## config.mk

```make
export PLATFORM = sky130hd
export DESIGN_NAME = read_scoreboard
export DESIGN_NICKNAME = d
export VERILOG_FILES = /design/src/rtl/rv_pkg.sv /design/src/rtl/rv_reg_use_decode.sv /design/src/rtl/read_scoreboard.sv
export SDC_FILE = /design/constraint.sdc
export NUM_CORES = 1
export LEC_CHECK = 0
export CAP_MARGIN = 30
export CORE_MARGIN = 3
export CORE_UTILIZATION = 65
export CTS_BUF_LIST = sky130_fd_sc_hd__clkbuf_4
export DETAILED_ROUTE_END_ITERATION = 16
export DONT_BUFFER_PORTS = 1
export HOLD_SLACK_MARGIN = 0.12
export PLACE_DENSITY_LB_ADDON = 0.15
export SKIP_CTS_REPAIR_TIMING = 1
export SYNTH_ARGS = -nofsm -noshare
export SYNTH_HDL_FRONTEND = slang
export SYNTH_SLANG_ARGS = --single-unit
export TNS_END_PERCENT = 30
```

## constraint.sdc

```tcl
create_clock -name clk -period 8.85 [get_ports clk]
set_input_delay 1.77 -clock clk [delete_from_list [all_inputs] [get_ports clk]]
set_output_delay 1.77 -clock clk [all_outputs]
set_load 0.01 [all_outputs]
```

## src/rtl/rv_pkg.sv

```systemverilog
// RV32I opcode constants and register-field positions shared by the
// register-read stage logic.
package rv_pkg;
  localparam logic [6:0] OPC_LUI    = 7'b0110111;
  localparam logic [6:0] OPC_AUIPC  = 7'b0010111;
  localparam logic [6:0] OPC_JAL    = 7'b1101111;
  localparam logic [6:0] OPC_JALR   = 7'b1100111;
  localparam logic [6:0] OPC_BRANCH = 7'b1100011;
  localparam logic [6:0] OPC_LOAD   = 7'b0000011;
  localparam logic [6:0] OPC_STORE  = 7'b0100011;
  localparam logic [6:0] OPC_OPIMM  = 7'b0010011;
  localparam logic [6:0] OPC_OP     = 7'b0110011;

  localparam int REG_W   = 5;
  localparam int OPC_LSB = 0;
  localparam int RD_LSB  = 7;
  localparam int RS1_LSB = 15;
  localparam int RS2_LSB = 20;
endpackage

```

## src/rtl/rv_reg_use_decode.sv

```systemverilog
// Combinational register-usage decode of an RV32I instruction word:
// which of rs1/rs2 are read and whether rd is written.
module rv_reg_use_decode
  import rv_pkg::*;
(
  input  logic [31:0]      ir,
  output logic [REG_W-1:0] rs1,
  output logic [REG_W-1:0] rs2,
  output logic [REG_W-1:0] rd,
  output logic             uses_rs1,
  output logic             uses_rs2,
  output logic             writes_rd
);
  logic [6:0] w_opc;
  logic       w_unused_ir;

  assign w_opc       = ir[OPC_LSB +: 7];
  assign rs1         = ir[RS1_LSB +: REG_W];
  assign rs2         = ir[RS2_LSB +: REG_W];
  assign rd          = ir[RD_LSB +: REG_W];
  assign w_unused_ir = ^{ir[31:25], ir[14:12]};

  always_comb begin
    uses_rs1  = 1'b0;
    uses_rs2  = 1'b0;
    writes_rd = 1'b0;
    case (w_opc)
      OPC_LUI, OPC_AUIPC, OPC_JAL: writes_rd = 1'b1;
      OPC_JALR, OPC_LOAD, OPC_OPIMM: begin
        uses_rs1  = 1'b1;
        writes_rd = 1'b1;
      end
      OPC_BRANCH, OPC_STORE: begin
        uses_rs1 = 1'b1;
        uses_rs2 = 1'b1;
      end
      OPC_OP: begin
        uses_rs1  = 1'b1;
        uses_rs2  = 1'b1;
        writes_rd = 1'b1;
      end
      default: ;
    endcase
  end
endmodule

```

## src/rtl/read_scoreboard.sv

```systemverilog
// Register-read issue scoreboard: pending-write tracking, RAW/WAW/inflight
// hazard gating, stall counting and write-back checking. Macro: SB_WB_BYPASS_EN.
module read_scoreboard
  import rv_pkg::*;
#(
  parameter int MAX_INFLIGHT = 4,
  parameter int CNT_W        = 16
) (
  input  logic             clk,
  input  logic             rst_n,
  input  logic             issue_valid,
  input  logic [31:0]      issue_IR,
  input  logic             wb_valid,
  input  logic [4:0]       wb_address,
  input  logic             flush,
  output logic             issue_ready,
  output logic [31:0]      pending,
  output logic [3:0]       inflight,
  output logic [CNT_W-1:0] stall_count,
  output logic             sb_err
);
  localparam logic [3:0] MAX_INF = 4'(MAX_INFLIGHT);

  logic [31:0]      r_pending;
  logic [31:0]      r_flush_seen;
  logic [3:0]       r_inflight;
  logic [CNT_W-1:0] r_stall;
  logic             r_err;

  logic [4:0]  w_rs1, w_rs2, w_rd;
  logic        w_dec_rs1, w_dec_rs2, w_dec_rd;
  logic        w_use_rs1, w_use_rs2, w_wr_rd;
  logic        w_wb_live, w_wb_hit, w_wb_err;
  logic [31:0] w_clr_mask, w_set_mask, w_haz_pending;
  logic [3:0]  w_haz_inflight;
  logic        w_hazard, w_accept_set;

  rv_reg_use_decode u_decode (
    .ir        (issue_IR),
    .rs1       (w_rs1),
    .rs2       (w_rs2),
    .rd        (w_rd),
    .uses_rs1  (w_dec_rs1),
    .uses_rs2  (w_dec_rs2),
    .writes_rd (w_dec_rd)
  );

  // x0 is never a dependency and never becomes pending.
  assign w_use_rs1 = w_dec_rs1 & (w_rs1 != 5'd0);
  assign w_use_rs2 = w_dec_rs2 & (w_rs2 != 5'd0);
  assign w_wr_rd   = w_dec_rd  & (w_rd  != 5'd0);

  assign w_wb_live  = wb_valid & (wb_address != 5'd0);
  assign w_wb_hit   = w_wb_live & r_pending[wb_address];
  assign w_wb_err   = w_wb_live & ~r_pending[wb_address] & ~r_flush_seen[wb_address];
  assign w_clr_mask = w_wb_hit ? (32'd1 << wb_address) : 32'd0;

`ifdef SB_WB_BYPASS_EN
  assign w_haz_pending  = r_pending & ~w_clr_mask;
  assign w_haz_inflight = r_inflight - 4'(w_wb_hit);
`else
  assign w_haz_pending  = r_pending;
  assign w_haz_inflight = r_inflight;
`endif

  assign w_hazard = (w_use_rs1 & w_haz_pending[w_rs1])
                  | (w_use_rs2 & w_haz_pending[w_rs2])
                  | (w_wr_rd & w_haz_pending[w_rd])
                  | (w_wr_rd & (w_haz_inflight >= MAX_INF));

  assign issue_ready  = rst_n & issue_valid & ~w_hazard & ~flush;
  assign w_accept_set = issue_ready & w_wr_rd;
  assign w_set_mask   = w_accept_set ? (32'd1 << w_rd) : 32'd0;

  always_ff @(posedge clk or negedge rst_n) begin
    if (!rst_n) begin
      r_pending    <= '0;
      r_flush_seen <= '0;
      r_inflight   <= '0;
      r_stall      <= '0;
      r_err        <= 1'b0;
    end else begin
      if (flush) begin
        // Registers dropped here may still see a late write-back; don't flag it.
        r_pending    <= '0;
        r_inflight   <= '0;
        r_flush_seen <= r_flush_seen | (r_pending & ~w_clr_mask);
      end else begin
        r_pending    <= (r_pending & ~w_clr_mask) | w_set_mask;
        r_inflight   <= r_inflight + 4'(w_accept_set) - 4'(w_wb_hit);
        r_flush_seen <= r_flush_seen & ~w_set_mask;
      end
      if (w_wb_err) r_err <= 1'b1;
      if (issue_valid & ~issue_ready & ~(&r_stall)) r_stall <= r_stall + CNT_W'(1);
    end
  end

  assign pending     = r_pending;
  assign inflight    = r_inflight;
  assign stall_count = r_stall;
  assign sb_err      = r_err;
endmodule

```

Word-level counts from Yosys, hierarchy flattened

Index checks and enable logic that the tools add are counted.

Flip-flop bits (word level): 85
Bits of input ports: 42
Output and inout port bits: 54
Word-level logic and storage cells: 82

Add/subtract/negate cells: 3
Magnitude comparators: 5
Equal/unequal tests: 9
Shifts and indexed selects: 2
Multiplexer cells: 18
Bitwise gates (word level): 32
Reduce and logical (&&, ||, !) cells: 8

Operators with widths:

| operator                                                                            | number |
|---|---|
| 32-bit two-way mux                                                                  | 4 |
| 32-bit AND                                                                          | 2 |
| 32-bit inverter                                                                     | 2 |
| 32-bit bitwise OR                                                                   | 2 |
| 1-bit by 5-bit left shift with 32-bit output, first input constant                  | 2 |
| 1-bit binary-select mux with 5-bit select                                           | 5 |
| 5-bit by 6-bit < comparator with 1-bit output, second input constant                | 4 |
| 7-bit by 6-bit equality test with 1-bit output, second input constant               | 3 |
| 7-bit equality test, second input constant                                          | 3 |
| 5-bit nonzero test                                                                  | 4 |
| 1-bit AND                                                                           | 17 |
| 16-bit by 1-bit adder with 16-bit output, second input constant                     | 1 |
| 16-bit AND reduction                                                                | 1 |
| 7-bit by 5-bit equality test with 1-bit output, second input constant               | 2 |
| 1-bit two-way mux                                                                   | 8 |
| 7-bit by 2-bit equality test with 1-bit output, second input constant               | 1 |
| 7-bit OR reduction                                                                  | 1 |
| 1-bit inverter                                                                      | 6 |
| 6-bit OR reduction                                                                  | 1 |
| 4-bit by 1-bit adder with 4-bit output                                              | 1 |
| 4-bit by 3-bit greater-or-equal comparator with 1-bit output, second input constant | 1 |
| 4-bit two-way mux                                                                   | 1 |
| 4-bit by 1-bit subtractor with 4-bit output                                         | 1 |
| 1-bit bitwise OR                                                                    | 3 |
| 3-bit OR reduction                                                                  | 1 |

Longest topological paths before layout

Depth in word-level cells: 16
Depth in mapped cells: 16

Hierarchy

From an unflattened synthesis, not the netlist that was laid out.

Cells, all modules: 546
Area total of the unflattened synthesis: 5635.4 um^2

By module, submodules not included:

| module            | times used | cells each | area each (um^2) | sequential area each (um^2) |
|---|---|---|---|---|
| read_scoreboard   | 1          | 521        | 5435.2           | 2127.0 |
| rv_reg_use_decode | 1          | 25         | 200.2            | 0.0 |

Least setup slack after synthesis

Ideal clock, no wire load.

Path kind: input to output
From: in issue_IR[15]
To: out issue_ready
Arrival time: 3.369 ns
Data required time: 7.080 ns
Path slack: 3.711 ns
Cell stages on the path: 8
Buffers on the path: 2
Cells stage by stage: buf_2 buf_6 mux4_2 mux2i_1 nand2_1 a311oi_2 o31ai_2 nor2_1

Cells in the longest elaborated chain, start to end: 9
Elaborated cells between the ends (all ways): 11
Those cells by class: mux (2); bitwise (8); reduce/logical (1)

Ends and longest elaborated chain:

| item                                                                            | line                                         | RTL |
|---|---|---|
| from (decl)                                                                     | read_scoreboard.sv:12                        | `input logic [31:0] issue_IR,` |
| 1-bit binary-select mux with 5-bit select or 5-bit nonzero test (tied branches) | read_scoreboard.sv:66, read_scoreboard.sv:49 |  |
| 1-bit two-way mux (implied by the code) or 1-bit AND (tied branches)            | read_scoreboard.sv:66, read_scoreboard.sv:49 |  |
| 1-bit AND *                                                                     | read_scoreboard.sv:66                        | `assign w_hazard = (w_use_rs1 & w_haz_pending[w_rs1])` |
| 1-bit bitwise OR *                                                              | read_scoreboard.sv:67                        | `\| (w_use_rs2 & w_haz_pending[w_rs2])` |
| 1-bit bitwise OR *                                                              | read_scoreboard.sv:68                        | `\| (w_wr_rd & w_haz_pending[w_rd])` |
| 1-bit bitwise OR *                                                              | read_scoreboard.sv:69                        | `\| (w_wr_rd & (w_haz_inflight >= MAX_INF));` |
| 1-bit inverter *                                                                | read_scoreboard.sv:71                        | `assign issue_ready = rst_n & issue_valid & ~w_hazard & ~flush;` |
| 1-bit AND * (2 in series)                                                       | read_scoreboard.sv:71                        |  |
| to (decl)                                                                       | read_scoreboard.sv:16                        | `output logic issue_ready,` |

Every way passes the cells marked *; elsewhere a longest branch is shown, timed or not. The select of a mux whose other input is x is not followed.

Worst setup path in the final report

From: in issue_IR[22]
To: out issue_ready

Cells in the longest elaborated chain, start to end: 9
Elaborated cells between the ends (all ways): 11
Those cells by class: mux (2); bitwise (8); reduce/logical (1)

Ends and longest elaborated chain:

| item                                                                            | line |
|---|---|
| 1-bit binary-select mux with 5-bit select or 5-bit nonzero test (tied branches) | read_scoreboard.sv:67, read_scoreboard.sv:50 |
| 1-bit two-way mux (implied by the code) or 1-bit AND (tied branches)            | read_scoreboard.sv:67, read_scoreboard.sv:50 |
| 1-bit AND *                                                                     | read_scoreboard.sv:67 |
| 1-bit bitwise OR *                                                              | read_scoreboard.sv:67 |
| 1-bit bitwise OR *                                                              | read_scoreboard.sv:68 |
| 1-bit bitwise OR *                                                              | read_scoreboard.sv:69 |
| 1-bit inverter *                                                                | read_scoreboard.sv:71 |
| 1-bit AND * (2 in series)                                                       | read_scoreboard.sv:71 |

Marks and branches as above.

==> flow_metrics.tcl <==
set metrics [dict create \
    status "finished clean" \
    h-tree-depth 3 \
    setup_viol 0 \
    gr-usage-all-layers_pct 34.6 \
    initial_core_util_pct 67.9 \
    synth_commonest_cells "dfrtp_1, nand2_1, nor2_1, mux4_2" \
    leakage_nw 2.29 \
    die_x_um 96.5 \
    arrival_ns 3.32 \
    power_w 0.000766 \
    crit_chain "mux2_2 > o311ai_0 > nor3_1 > nor4_1 > o31ai_2 > nor2_1" \
    cpPeakStageDelay_ns 0.44 \
    drive_above_1_share_pct 12.6 \
    yosys.area.top_type "dfrtp_1" \
    die-area_um2 9310 \
    synthDominantCellAreaShare_pct 39.9 \
    rows 32 \
    rsz0062_at_grt "false" \
    cp_max_fo 16 \
    worstHoldPathType "reg2reg" \
    tightestPinTransition_ns 0.937 \
    drt_wl_total_mm 15.2 \
    clk_latency_ns 0.45 \
    start_kind "input port" \
    clk_pin_slew_ns 0.12 \
    die_h_um 96.5 \
    worstSetupEndpointType "primary output" \
    via_count 4507 \
    synth-edff-count 0 \
    wl_per_cell_um 25.5 \
    antenna_found_initial 0 \
    netlist_area_um2 5330 \
    nNetsFinal 539 \
    synth.area.top_cells "dfrtp_1, mux4_2, mux2i_1" \
    antennaDiodeCount 0 \
    reg2reg_slack_ns 4.79 \
    drtIter0Drc 536 \
    skew_ns 0.0296 \
    fin_area_um2 5440 \
    coreArea_um2 7850 \
    cap_violations 0 \
    cts_tree "yes" \
    synth_nets 567 \
    power_density_nw_per_um2 141 \
    root_buffer "clkbuf_4" \
    vias_per_cell 7.56 \
    synth_most_common_cell "dfrtp_1" \
    fmax_ghz 0.196 \
    avgSynthCellArea_um2 10.3 \
    ys_ff_latch 85 \
    ant_nets 0 \
    dpl_cell_area_um2 5280 \
    cts_num_sinks 85 \
    grt_max_degree 87 \
    ys_types 60 \
    place_congestion 0.907 \
    synth_ff_type "dfrtp_1" \
    syn_to_final_growth_pct 2.07 \
    peakVddDrop_uv 81.8 \
    drv_slew 0 \
    hold_violations 0 \
    drc 0 \
    period_needed_ns 5.09 \
    tns_ns 0 \
    required_ns 7.08 \
    drt-pass1-iter-count 5 \
    relSlewSlack_pct 37.4 \
    yosysSeqAreaShare_pct 39.9 \
    path_class "in2out" \
    grt_pass1_vias 4435 \
    ioPinCount 96 \
    synth-async-reset-ratio_pct 100 \
    grt_overflow 0 \
    port_buffers 0 \
    numCtsBuffers 9 \
    cts_buffer_depth 2 \
    synth_warnings 0 \
    syn_inst 518 \
    slowest_stage "nor4_1" \
    fin_crit_sh_pct 57.6 \
    hpwl_mm 10.5 \
    grt_pass1_wl_mm 23.6 \
]
## metrics by stage
stage	utilization, %	setup slack [ns]	cells	hold slack (ns)
floorplan	-	3.71	518	0.423
global placement	67.2	3.67	580	0.464
detailed placement	67.3	3.66	581	0.470
CTS	69.3	3.76	596	0.502
global route	69.3	3.69	596	0.540
finish	69.3	3.76	596	0.504
## critical path: cells and delay by family
family / cells / cell delay, ns
muxes: 1 / 0.31
AOI/OAI and AO/OA: 2 / 0.47
and+or+nand+nor: 3 / 0.77
## sequential cells by signal, summed over array words and instances (netlist names)
signal,count
sb_err,1
stall_count,16
r_flush_seen,32
inflight,4
pending,32
## power by group
| part | internal [W] | total, W | switching [W] |
|---|---|---|---|
| registers | 0.000405 | 0.000436 | 0.0000311 |
| logic | 0.0000355 | 0.0000726 | 0.0000371 |
| clock network | 0.000120 | 0.000258 | 0.000138 |
| total | 0.000560 | 0.000766 | 0.000206 |
## kinds of logic (layout without fill, tap and decap cells)
kind of cell | Yosys count | after routing | share of synthesized area, %
adders and majority gates | 7 | 7 | 1.79
and+or+nand+nor | 172 | 172 | 15.8
DFF | 85 | 85 | 39.9
muxes | 66 | 66 | 20.0
buffers and inverters | 52 | 28 | 4.23
xor gates and xnor gates | 17 | 17 | 2.80
AOI/OAI and AO/OA | 119 | 119 | 15.4
## routing by layer
layer	track usage (%)	up-vias	part of all wire, %
met1	47.1	2218	38
li1	-	1897	-
met2	50.6	337	45
met3	10.3	55	13
met4	17.8	0	3.8
met5	0	-	0
## placed cells by master (no fill, tap or decap), types with 9 or more instances in the layout
| cell type | n |
|---|---|
| clkbuf_4 | 11 |
| o22ai_1 | 19 |
| a21oi_1 | 26 |
| nand2_1 | 69 |
| inv_1 | 11 |
| dfrtp_1 | 85 |
| a31oi_1 | 30 |
| mux4_2 | 32 |
| xor2_1 | 13 |
| a32o_1 | 10 |
| nor2b_1 | 10 |
| nor2_1 | 33 |
| nor3_1 | 9 |
| mux2i_1 | 30 |
| nand3_1 | 12 |
## path summary, 6_finish.rpt
path	startpoint	to	cells after the start
max in group asynchronous	rst_n	stall_count[12]$_DFFE_PN0P_	0
worst min-delay path	r_flush_seen[0]$_DFF_PN0_	r_flush_seen[0]$_DFF_PN0_	1
min in group asynchronous	rst_n	inflight[3]$_DFF_PN0_	0
worst min register to register	r_flush_seen[0]$_DFF_PN0_	r_flush_seen[0]$_DFF_PN0_	1
worst max register to register	pending[20]$_DFF_PN0_	inflight[2]$_DFF_PN0_	13
worst max-delay path	issue_IR[22]	issue_ready	6
## final cells by class
| class | instances | area [um2] |
|---|---|---|
| tap | 102 | 128 |
| clock inverter | 4 | 72.6 |
| fill | 600 | 2410 |
| timing repair buffer | 1 | 7.51 |
| sequential | 85 | 2130 |
| multi-input combinational | 381 | 2970 |
| clock buffer | 11 | 82.6 |
| inverter | 12 | 45.0 |
No activity file was read; power rests on OpenSTA's default activity.
